--- src/rtl/fetch_pkg.sv ---
// Shared fetch-stage types and constants.
// Included by the fetch queue and its storage.
package fetch_pkg;

  localparam int FETCH_XLEN = 32;
  localparam int OPCODE_W = 7;
  localparam logic [31:0] NOP_INSTRUCTION = 32'h0000_0013;

  typedef struct packed {
    logic [FETCH_XLEN-1:0] instruction;
    logic [FETCH_XLEN-1:0] pc;
  } fetch_entry_t;

endpackage

--- src/rtl/fetch_queue_mem.sv ---
// Entry register file for the fetch queue.
// One write port, one asynchronous read port, reset to NOP / PC 0.
module fetch_queue_mem
  import fetch_pkg::*;
#(
  parameter int XLEN = 32,
  parameter int DEPTH = 4,
  parameter int AW = $clog2(DEPTH)
) (
  input  logic            clk,
  input  logic            rst,
  input  logic            we_i,
  input  logic [AW-1:0]   waddr_i,
  input  logic [XLEN-1:0] winstr_i,
  input  logic [XLEN-1:0] wpc_i,
  input  logic [AW-1:0]   raddr_i,
  output logic [XLEN-1:0] rinstr_o,
  output logic [XLEN-1:0] rpc_o
);

  logic [XLEN-1:0] instr_q [DEPTH];
  logic [XLEN-1:0] pc_q    [DEPTH];

  always_ff @(posedge clk or posedge rst) begin
    if (rst) begin
      for (int i = 0; i < DEPTH; i++) begin
        instr_q[i] <= XLEN'(NOP_INSTRUCTION);
        pc_q[i]    <= '0;
      end
    end else if (we_i) begin
      instr_q[waddr_i] <= winstr_i;
      pc_q[waddr_i]    <= wpc_i;
    end
  end

  assign rinstr_o = instr_q[raddr_i];
  assign rpc_o    = pc_q[raddr_i];

endmodule

--- src/rtl/pipeline_fetch_queue.sv ---
// Fetch-to-decode circular queue with kill, flush and opcode output.
// Define FETCH_QUEUE_BYPASS_EN for same-cycle empty-queue bypass.
module pipeline_fetch_queue
  import fetch_pkg::*;
#(
  parameter int XLEN = 32,
  parameter int DEPTH = 4,
  parameter int CNT_W = $clog2(DEPTH + 1)
) (
  input  logic                clk,
  input  logic                rst,
  input  logic                in_valid,
  output logic                in_ready,
  input  logic [XLEN-1:0]     in_instruction,
  input  logic [XLEN-1:0]     in_pc,
  input  logic                in_kill,
  input  logic                flush,
  output logic                out_valid,
  input  logic                out_ready,
  output logic [XLEN-1:0]     out_instruction,
  output logic [XLEN-1:0]     out_pc,
  output logic [OPCODE_W-1:0] opcode,
  output logic [CNT_W-1:0]    count
);

  localparam int AW = $clog2(DEPTH);

  logic [AW-1:0]    wr_ptr_q, wr_ptr_d;
  logic [AW-1:0]    rd_ptr_q, rd_ptr_d;
  logic [CNT_W-1:0] count_q, count_d;

  logic            empty, full;
  logic            push, wr_en, pop_mem, byp;
  logic [XLEN-1:0] winstr;
  logic [XLEN-1:0] rinstr, rpc;

  fetch_queue_mem #(
    .XLEN  (XLEN),
    .DEPTH (DEPTH),
    .AW    (AW)
  ) u_mem (
    .clk      (clk),
    .rst      (rst),
    .we_i     (wr_en),
    .waddr_i  (wr_ptr_q),
    .winstr_i (winstr),
    .wpc_i    (in_pc),
    .raddr_i  (rd_ptr_q),
    .rinstr_o (rinstr),
    .rpc_o    (rpc)
  );

  always_comb begin
    empty    = (count_q == '0);
    full     = (count_q == CNT_W'(DEPTH));
    in_ready = !full && !flush && !rst;
    push     = in_valid && in_ready;
    pop_mem  = !empty && out_ready && !flush;
    winstr   = in_kill ? XLEN'(NOP_INSTRUCTION) : in_instruction;
    byp      = 1'b0;
`ifdef FETCH_QUEUE_BYPASS_EN
    byp      = empty && in_valid && !flush && !rst;
`endif
    // A bypassed entry taken by decode never touches storage
    wr_en    = push && !(byp && out_ready);
  end

  always_comb begin
    out_valid       = !empty || byp;
    out_instruction = XLEN'(NOP_INSTRUCTION);
    out_pc          = '0;
    if (byp) begin
      out_instruction = winstr;
      out_pc          = in_pc;
    end else if (!empty) begin
      out_instruction = rinstr;
      out_pc          = rpc;
    end
  end

  assign opcode = out_instruction[OPCODE_W-1:0];
  assign count  = count_q;

  always_comb begin
    wr_ptr_d = wr_ptr_q;
    rd_ptr_d = rd_ptr_q;
    count_d  = count_q;
    if (flush) begin
      wr_ptr_d = '0;
      rd_ptr_d = '0;
      count_d  = '0;
    end else begin
      if (wr_en)   wr_ptr_d = wr_ptr_q + 1'b1;
      if (pop_mem) rd_ptr_d = rd_ptr_q + 1'b1;
      unique case ({wr_en, pop_mem})
        2'b10:   count_d = count_q + 1'b1;
        2'b01:   count_d = count_q - 1'b1;
        default: count_d = count_q;
      endcase
    end
  end

  always_ff @(posedge clk or posedge rst) begin
    if (rst) begin
      wr_ptr_q <= '0;
      rd_ptr_q <= '0;
      count_q  <= '0;
    end else begin
      wr_ptr_q <= wr_ptr_d;
      rd_ptr_q <= rd_ptr_d;
      count_q  <= count_d;
    end
  end

endmodule

--- config.mk ---
export PLATFORM = sky130hd
export DESIGN_NAME = pipeline_fetch_queue
export DESIGN_NICKNAME = d
export VERILOG_FILES = /design/src/rtl/fetch_pkg.sv /design/src/rtl/fetch_queue_mem.sv /design/src/rtl/pipeline_fetch_queue.sv
export SDC_FILE = /design/constraint.sdc
export NUM_CORES = 1
export LEC_CHECK = 0
export CORE_MARGIN = 3
export CORE_UTILIZATION = 23
export CTS_BUF_LIST = sky130_fd_sc_hd__clkbuf_8
export CTS_CLUSTER_DIAMETER = 200
export DETAILED_ROUTE_END_ITERATION = 8
export MAX_ROUTING_LAYER = met4
export PLACE_DENSITY_LB_ADDON = 0.2
export SLEW_MARGIN = 20
export SYNTH_ARGS = -nofsm -noshare
export SYNTH_HDL_FRONTEND = slang
export SYNTH_SLANG_ARGS = --single-unit
--- constraint.sdc ---
create_clock -name clk -period 25.3 [get_ports clk]
set_input_delay 5.06 -clock clk [delete_from_list [all_inputs] [get_ports clk]]
set_output_delay 5.06 -clock clk [all_outputs]
set_load 0.005 [all_outputs]
==> results.yml, run 1 <==
die:
  die_area_mm2: 0.0543
  io_pins: 146
  coreArea_mm2: 0.0506
  initial_utilization_pct: 23.4
  dieWidth_um: 233
  die_y_um: 233
  rows: 82
critical_path:
  crit_slowest_cell: "clkdlybuf4s50_1"
  worstSetupStartpointType: "input port"
  path_class: "in -> out"
  path_buf_inv: 2
  crit_family: "buffers and inverters"
  critPathCaptureType: "primary output"
  critPathMaxFanout: 13
  crit_top_cell: "clkdlybuf4s50_1"
  crit_path_max_incr_delay_ns: 0.62
  r2r_start: "count[0]$_DFFE_PP0P_"
  path_cells: "clkdlybuf4s50_1 -> nor3b_1 -> clkdlybuf4s50_1"
  cp.required_ns: 20.24
  worstPathArrival_ns: 6.50
  worstSetupStartpoint: "flush"
sta:
  rsz0062_at_grt: "false"
  fmax_mhz: 86.5
  min_period_ns: 11.56
  worst_slew_pin_slew_ns: 0.832
  hold_viol: 0
  maxSlewHeadroom_pct: 44.3
  final_max_slew_viol_count: 0
  finalCritPeriodShare_pct: 45.7
  worst_hold_slack_ns: 0.474
  finClkSkew_ns: 0.0238
  tns_ns: 0
  finalSetupViolCount: 0
power:
  pwr_density_cell_mw_per_mm2: 97.0
  vdd_drop_max_uv: 41.4
  p_leak_nw: 6.38
clocking:
  clk_pin_slew_ns: 0.05
  post_cts_buffers: 0
  clk_path_buf_depth: 3
  cts_buffers: 49
  cts.sinks: 263
  htree_num_levels: 2
  cts_tree: "built"
  cts_resized: 0
  ctsHoldBuffers: 0
  worst_skew_pair.late_latency_ns: 0.60
  clockRootBuffer: "clkbuf_8"
routing:
  wl_per_cell_um: 17.2
  vias: 7484
  drtPass1Iterations: 4
  vias_per_cell: 4.24
  drt-total-wl_um: 30300
  ant_nets: 0
  drc_errors: 0
  drtIter0Drc: 360
yosys:
  syn_area_per_cell_um2: 12.9
  syn_nets: 996
  yosys-top-cells-area: "dfrtp_1 (53%), mux2_2 (12%), mux4_2 (12%)"
  postSynthCellCount: 921
  synth.cell_area_mm2: 0.0119
  yosysUniqueCellTypes: 31
  synth_top_cell_by_area: "dfrtp_1"
  ys_ff_latch: 263
  synth_seq_area_share_pct: 55.6
  synth.top_cell.area_share_pct: 53.0
  yosys_warnings: 0
worst_hold_path:
  min-delay-start: "u_mem.instr_q[78]$_DFFE_PP0P_"
  hp-class: "reg -> reg"
cells_and_area:
  fin_nets: 1129
  drive_gt1_share_pct: 26.8
  final_util_pct: 29.5
  multi_input_comb_area_mm2: 0.00494
  fillers: 5189
  seqCellArea_mm2: 0.00660
  area_delta_synth_final_pct: 25.9
flow_run:
  max_cap_viol_count: 0
placed_design:
  gp_congestion: 0.671
  port_buffers: 145
  post-dp-hpwl_um: 17400
global_routing:
  antenna_found_initial: 2
  grt_first_pass_wirelength_um: 48400
  grt_max_degree: 133
  grt_pass1_vias: 8122
  overflow: 0
  grt_use_total_pct: 11.8
outcome:
  status: "complete, no violations"
worst paths after layout:
| check | to | slack [ns] | cells past startpoint |
|---|---|---|---|
| worst max-delay path | in_ready | 13.74 | 3 |
| worst min-delay path | u_mem.instr_q[78]$_DFFE_PP0P_ | 0.47 | 2 |
| worst max register to register | u_mem.pc_q[30]$_DFFE_PP0P_ | 22.38 | 4 |
| worst min register to register | u_mem.instr_q[78]$_DFFE_PP0P_ | 0.47 | 2 |
| max in group asynchronous | u_mem.pc_q[64]$_DFFE_PP0P_ | 19.36 | 3 |
| min in group asynchronous | count[0]$_DFFE_PP0P_ | 4.89 | 2 |
cells in the final DEF (no fill, tap or decap), types with 3 or more instances in the layout:
| master | n |
|---|---|
| and2_1 | 62 |
| buf_4 | 8 |
| clkbuf_8 | 58 |
| clkdlybuf4s50_1 | 144 |
| dfrtp_1 | 249 |
| dfstp_2 | 12 |
| ha_1 | 4 |
| inv_1 | 28 |
| mux2_2 | 130 |
| mux4_2 | 64 |
| nand2_1 | 129 |
| nand2b_1 | 31 |
| nand3_4 | 4 |
| nor2_1 | 8 |
| o21ai_0 | 128 |
| or2_2 | 3 |
| xor2_1 | 3 |
cell usage after synthesis:
master    instances
and2_1           62
buf_1             5
buf_2            37
buf_4             7
buf_6             1
clkbuf_1         22
clkbuf_2          1
dfrtp_1         251
dfstp_2          12
fa_1              1
ha_1              4
inv_1             4
mux2_2          130
mux2_4            1
mux2i_1           1
mux4_2           64
nand2_1         129
nand2b_1         31
nand3_1           5
nand4_1           1
nor2_1            8
nor2b_1           2
nor3_1            2
nor3b_1           1
nor3b_2           1
o21ai_0         128
o31ai_1           2
o31ai_2           1
or2_2             3
or3b_1            1
xor2_1            3
cell type report:
cell class | count | area share (%)
Clock inverter | 29 | 1.11
Antenna cell | 2 | 0.0335
Sequential cell | 263 | 44.2
Tap cell | 672 | 5.63
Clock buffer | 58 | 5.35
Timing Repair Buffer | 155 | 10.4
Inverter | 4 | 0.151
Multi-Input combinational cell | 581 | 33.1
flip-flops by register name (all words and copies together), names as in the netlist:
signal         count
count              3
rd_ptr_q           2
u_mem.instr_q    128
u_mem.pc_q       128
wr_ptr_q           2
report_power, final:
part	switching (mW)	total (mW)	internal, mW
registers	0.0660	0.608	0.542
clock network	0.180	0.406	0.226
logic	0.169	0.435	0.266
total	0.415	1.45	1.03
through the flow:
stage / instances / worst slack, ns / total power, mW / cell area, um2
after floorplan: 921 / 13.02 / 0.860 / 11900
after global placement: 1674 / 13.68 / 1.06 / 13900
after detailed placement: 1674 / 13.73 / 1.06 / 13900
after CTS: 1761 / 13.73 / 1.49 / 14900
after global routing: 1764 / 13.66 / 1.56 / 14900
final: 1764 / 13.74 / 1.45 / 14900
worst reg2reg max path, stage by stage (launching register included):
cell and delay, ns:
dfrtp_1 0.45, or3b_1 0.62, nand3_4 0.59, buf_4 0.67, mux2_2 0.45
metal layers:
metal	GRT usage, %	part of all wire, %	routed length (um)	vias to the layer above
met4	3.48	1.9	584	0
met3	3.28	5.8	1750	45
met5	-	0	0	-
met1	15.3	46	13900	3768
met2	18.0	46	14000	164
li1	-	-	-	3507
cells by family (layout without fill, tap and decap cells):
group | after synthesis | after routing | share of synthesized area [%]
compound gates | 131 | 131 | 5.63
xor+xnor | 3 | 3 | 0.222
fa+ha+maj | 5 | 5 | 0.591
buf+inv | 77 | 246 | 3.12
flops | 263 | 263 | 55.6
mux | 196 | 196 | 24.7
other cells | 0 | 2 | 0
simple gates | 246 | 246 | 10.1
No activity file was read; power rests on OpenSTA's default activity.
==> run 2, diff against run 1 <==
- clock period: 25.3 -> 11.64 ns (I/O delays scaled with it)
==> run 2 against run 1 <==
  * Register-to-register slack got worse by 14 ns
  * Critical endpoint unchanged
  * Wire length rose by 1.3%
  * Cell area rose by 0.13%
  * Total power rose by 120%
  * Core utilization barely moved
  * Highest routed layer unchanged
  * Non-clock buffer count fell by 2
  * Clock power rose by 120%
  * Sequential share of layout area fell by 0.056 points
==> results.yml, run 2 (synthesis gave the netlist of run 1 again) <==
routing:
  drtPass1Iterations: 6
  highest_layer: "met4"
  vias: 7513
  drc_errors: 0
  wl_met3_um: 1730
  ant_nets: 0
  drt-total-wl_um: 30700
  wl_met1_um: 13800
  wl_met2_um: 14600
  vias_per_cell: 4.25
  wl_per_cell_um: 17.3
  drtIter0Drc: 316
sta:
  fmax_mhz: 164
  finClkSkew_ns: 0.0182
  tns_ns: 0
  rsz0062_at_grt: "false"
  worst_hold_slack_ns: 0.471
  finalSetupViolCount: 0
  finalCritPeriodShare_pct: 52.3
  maxSlewHeadroom_pct: 33.9
  min_period_ns: 6.09
  worst_slew_pin_slew_ns: 0.991
  final_max_slew_viol_count: 0
  setup_ws_ns: 5.55
  hold_viol: 0
clocking:
  cts_tree: "built"
  clk_path_buf_depth: 3
  worst_skew_pair.late_latency_ns: 0.59
  htree_num_levels: 2
  cts_resized: 0
  cts_buffers: 51
  clockRootBuffer: "clkbuf_8"
  clk_pin_slew_ns: 0.05
  ctsHoldBuffers: 0
  cts.sinks: 263
  post_cts_buffers: 0
cells_and_area:
  drive_gt1_share_pct: 27.5
  area_delta_synth_final_pct: 26.1
  final_cell_mix: "dfrtp_1 (249), clkdlybuf4s50_1 (144), mux2_2 (130)"
  fillers: 5222
  fin_nets: 1129
  seqCellArea_mm2: 0.00660
  mostFrequentLayoutCell: "dfrtp_1"
  final_util_pct: 29.6
  multi_input_comb_area_mm2: 0.00495
global_routing:
  grt_first_pass_wirelength_um: 48700
  grt_max_degree: 137
  overflow: 0
  antenna_found_initial: 1
  grt_use_total_pct: 11.9
  grt_pass1_vias: 8225
power:
  p_leak_nw: 6.39
  pwr_density_cell_mw_per_mm2: 212
  vdd_drop_max_uv: 92.5
  p_total_mw: 3.17
placed_design:
  post-dp-hpwl_um: 17400
  gp_congestion: 0.685
  dp_slack_ns: 5.51
  port_buffers: 145
die:
  initial_utilization_pct: 23.4
  die_area_mm2: 0.0543
  die_y_um: 233
  io_pins: 146
  dieWidth_um: 233
  coreArea_mm2: 0.0506
  rows: 82
outcome:
  status: "complete, no violations"
critical_path:
  critPathCaptureType: "primary output"
  cp.required_ns: 9.31
  worstSetupStartpointType: "input port"
  worstPathArrival_ns: 3.76
  path_class: "in -> out"
  critPathMaxFanout: 13
worst_hold_path:
  hp-class: "reg -> reg"
flow_run:
  max_cap_viol_count: 0
-- run 2: layer usage --
| layer | up-vias | track usage [%] |
|---|---|---|
| met5 | - | - |
| met1 | 3812 | 15.1 |
| met4 | 0 | 3.66 |
| met2 | 149 | 18.8 |
| li1 | 3501 | - |
| met3 | 51 | 3.16 |
-- run 2: critical path: stages --
cell and delay [ns]:
clkdlybuf4s50_1 0.62, nor3b_1 0.28, clkdlybuf4s50_1 0.53
-- run 2: final timing paths --
check,start,to,slack [ns],depth (start not counted)
worst max-delay path,flush,in_ready,5.55,3
worst max register to register,count[0]$_DFFE_PP0P_,u_mem.pc_q[30]$_DFFE_PP0P_,8.72,4
max in group asynchronous,rst,u_mem.instr_q[34]$_DFFE_PP0P_,7.94,3
min in group asynchronous,rst,count[0]$_DFFE_PP0P_,2.37,2
worst min register to register,u_mem.instr_q[27]$_DFFE_PP0P_,u_mem.instr_q[27]$_DFFE_PP0P_,0.47,2
worst min-delay path,u_mem.instr_q[27]$_DFFE_PP0P_,u_mem.instr_q[27]$_DFFE_PP0P_,0.47,2
-- run 2: metrics by stage --
step           cell area (um2)  instances
2_1_floorplan            11900        921
3_3_place_gp             13900       1673
3_5_place_dp             13900       1673
4_1_cts                  14900       1767
5_1_grt                  14900       1768
6_report                 15000       1769
-- run 2: final cells by class --
type                            instances  share of cell area, %
Antenna cell                            2                 0.0335
Clock buffer                           62                   5.71
Clock inverter                         32                   1.06
Inverter                                4                  0.151
Multi-Input combinational cell        581                   33.1
Sequential cell                       263                   44.2
Tap cell                              672                   5.62
Timing Repair Buffer                  153                   10.2
-- run 2: where the power goes --
| part | total [mW] | switching (mW) | internal [mW] |
|---|---|---|---|
| clock | 0.907 | 0.406 | 0.502 |
| sequential | 1.32 | 0.143 | 1.18 |
| combinational | 0.941 | 0.367 | 0.574 |
| total | 3.17 | 0.916 | 2.25 |
==> run 3, diff against run 2 <==
- clock period: 11.64 -> 4.9 ns (I/O delays scaled with it)
==> run 3 against run 2 <==
  * Via count shrank 0.23%
  * Sequential cell count did not move
  * Total power rose by 140%
  * Final cell count increased by 0.68%
  * Clock skew up 0.011 ns
  * Clock power grew 130%
  * Setup slack lost 4.8 ns
  * Die area unchanged
==> results.yml, run 3 (synthesis gave the netlist of run 1 again) <==
global_routing:
  overflow: 0
  antenna_found_initial: 4
  grt_max_degree: 104
  grt_pass1_vias: 8082
  grt_use_total_pct: 12.3
  grt_first_pass_wirelength_um: 49600
sta:
  final_max_slew_viol_count: 0
  worst_hold_slack_ns: 0.472
  tns_ns: 0
  worst_slew_pin_slew_ns: 0.794
  setup_ws_ns: 0.786
  finalSetupViolCount: 0
  finClkSkew_ns: 0.0290
  fmax_mhz: 243
  maxSlewHeadroom_pct: 47.1
  min_period_ns: 4.11
  rsz0062_at_grt: "false"
  hold_viol: 0
  finalCritPeriodShare_pct: 84.0
placed_design:
  placed_cells: 1688
  post-dp-hpwl_um: 20200
  gp_congestion: 0.685
  dp_slack_ns: 1.31
  port_buffers: 145
clocking:
  cts.sinks: 263
  post_cts_buffers: 0
  cts_tree: "built"
  clockRootBuffer: "clkbuf_8"
  htree_num_levels: 2
  cts_resized: 0
  worst_skew_pair.late_latency_ns: 0.61
  clk_pin_slew_ns: 0.06
  cts_buffers: 51
  clk_path_buf_depth: 3
  ctsHoldBuffers: 0
power:
  intPower_mw: 5.36
  seqPwrFrac_pct: 41.4
  clkPwrFrac_pct: 28.1
  swShare_pct: 29.3
  pwr_density_cell_mw_per_mm2: 503
  p_total_mw: 7.59
  vdd_drop_max_uv: 175
  p_leak_nw: 6.44
  p_comb_share_pct: 30.5
  switching_power_mw: 2.22
worst_hold_path:
  hp-class: "reg -> reg"
  min-delay-start: "u_mem.instr_q[59]$_DFFE_PP0P_"
die:
  die_area_mm2: 0.0543
  io_pins: 146
  initial_utilization_pct: 23.4
  dieWidth_um: 233
  coreArea_mm2: 0.0506
  rows: 82
  die_y_um: 233
flow_run:
  max_cap_viol_count: 0
cells_and_area:
  area_delta_synth_final_pct: 27.1
  fin_nets: 1144
  final_cell_mix: "dfrtp_1 (249), clkdlybuf4s50_1 (145), mux2_2 (130)"
  mostFrequentLayoutCell: "dfrtp_1"
  final_cells: 1781
  drive_gt1_share_pct: 28.5
critical_path:
  path_class: "reg -> out"
  worstPathArrival_ns: 3.13
  r2r_start: "count[0]$_DFFE_PP0P_"
  worstSetupStartpoint: "rd_ptr_q[0]$_DFFE_PP0P_"
  critPathMaxFanout: 27
  critPathCaptureType: "primary output"
  cp.required_ns: 3.92
  worstSetupStartpointType: "register"
routing:
  drt-total-wl_um: 32000
  drtIter0Drc: 386
  drtPass1Iterations: 4
  vias: 7496
  ant_nets: 0
  drc_errors: 0
  wl_per_cell_um: 18.0
  vias_per_cell: 4.21
outcome:
  status: "complete, no violations"
-- run 3: area by class of cell --
class | count | area (um2)
sequential | 263 | 6600
fill | 5206 | 35500
timing repair buffer | 168 | 1660
antenna | 3 | 7.51
clock buffer | 64 | 881
clock inverter | 26 | 121
multi-input combinational | 581 | 4940
inverter | 4 | 18.8
tap | 672 | 841
-- run 3: critical path, stage by stage, from the launching register on --
cell             delay [ns]
dfrtp_4                0.83
buf_4                  0.44
mux4_2                 0.58
and2_1                 0.21
clkdlybuf4s50_1        0.45
-- run 3: final timing paths --
kind | cells past startpoint | to | slack (ns)
worst max-delay path | 4 | out_pc[17] | 0.79
worst max register to register | 7 | count[2]$_DFFE_PP0P_ | 2.30
worst min-delay path | 2 | u_mem.instr_q[59]$_DFFE_PP0P_ | 0.47
max in group asynchronous | 3 | u_mem.pc_q[27]$_DFFE_PP0P_ | 3.06
min in group asynchronous | 2 | u_mem.pc_q[111]$_DFFE_PP0P_ | 0.84
worst min register to register | 2 | u_mem.instr_q[59]$_DFFE_PP0P_ | 0.47
-- run 3: layer usage --
metal	track usage [%]	routed length, um	vias up
met5	-	0	-
met4	3.68	634	0
met3	3.02	1650	52
met2	17.1	13600	159
met1	17.6	16100	3756
li1	-	-	3529
-- run 3: through the flow --
stage	instance area, um2	utilization, %
after floorplan	11900	-
after global placement	14100	27.8
after detailed placement	14100	27.8
after CTS	15100	29.8
after global routing	15100	29.8
final	15100	29.8
-- run 3: power by group through the flow --
stage | Combinational, mW | Sequential, mW | Clock (mW)
floorplan | 1.41 | 3.03 | 0
global placement | 2.37 | 3.16 | 0
detailed placement | 2.38 | 3.18 | 0
CTS | 2.39 | 3.15 | 2.25
global route | 2.56 | 3.22 | 2.34
finish | 2.31 | 3.14 | 2.13
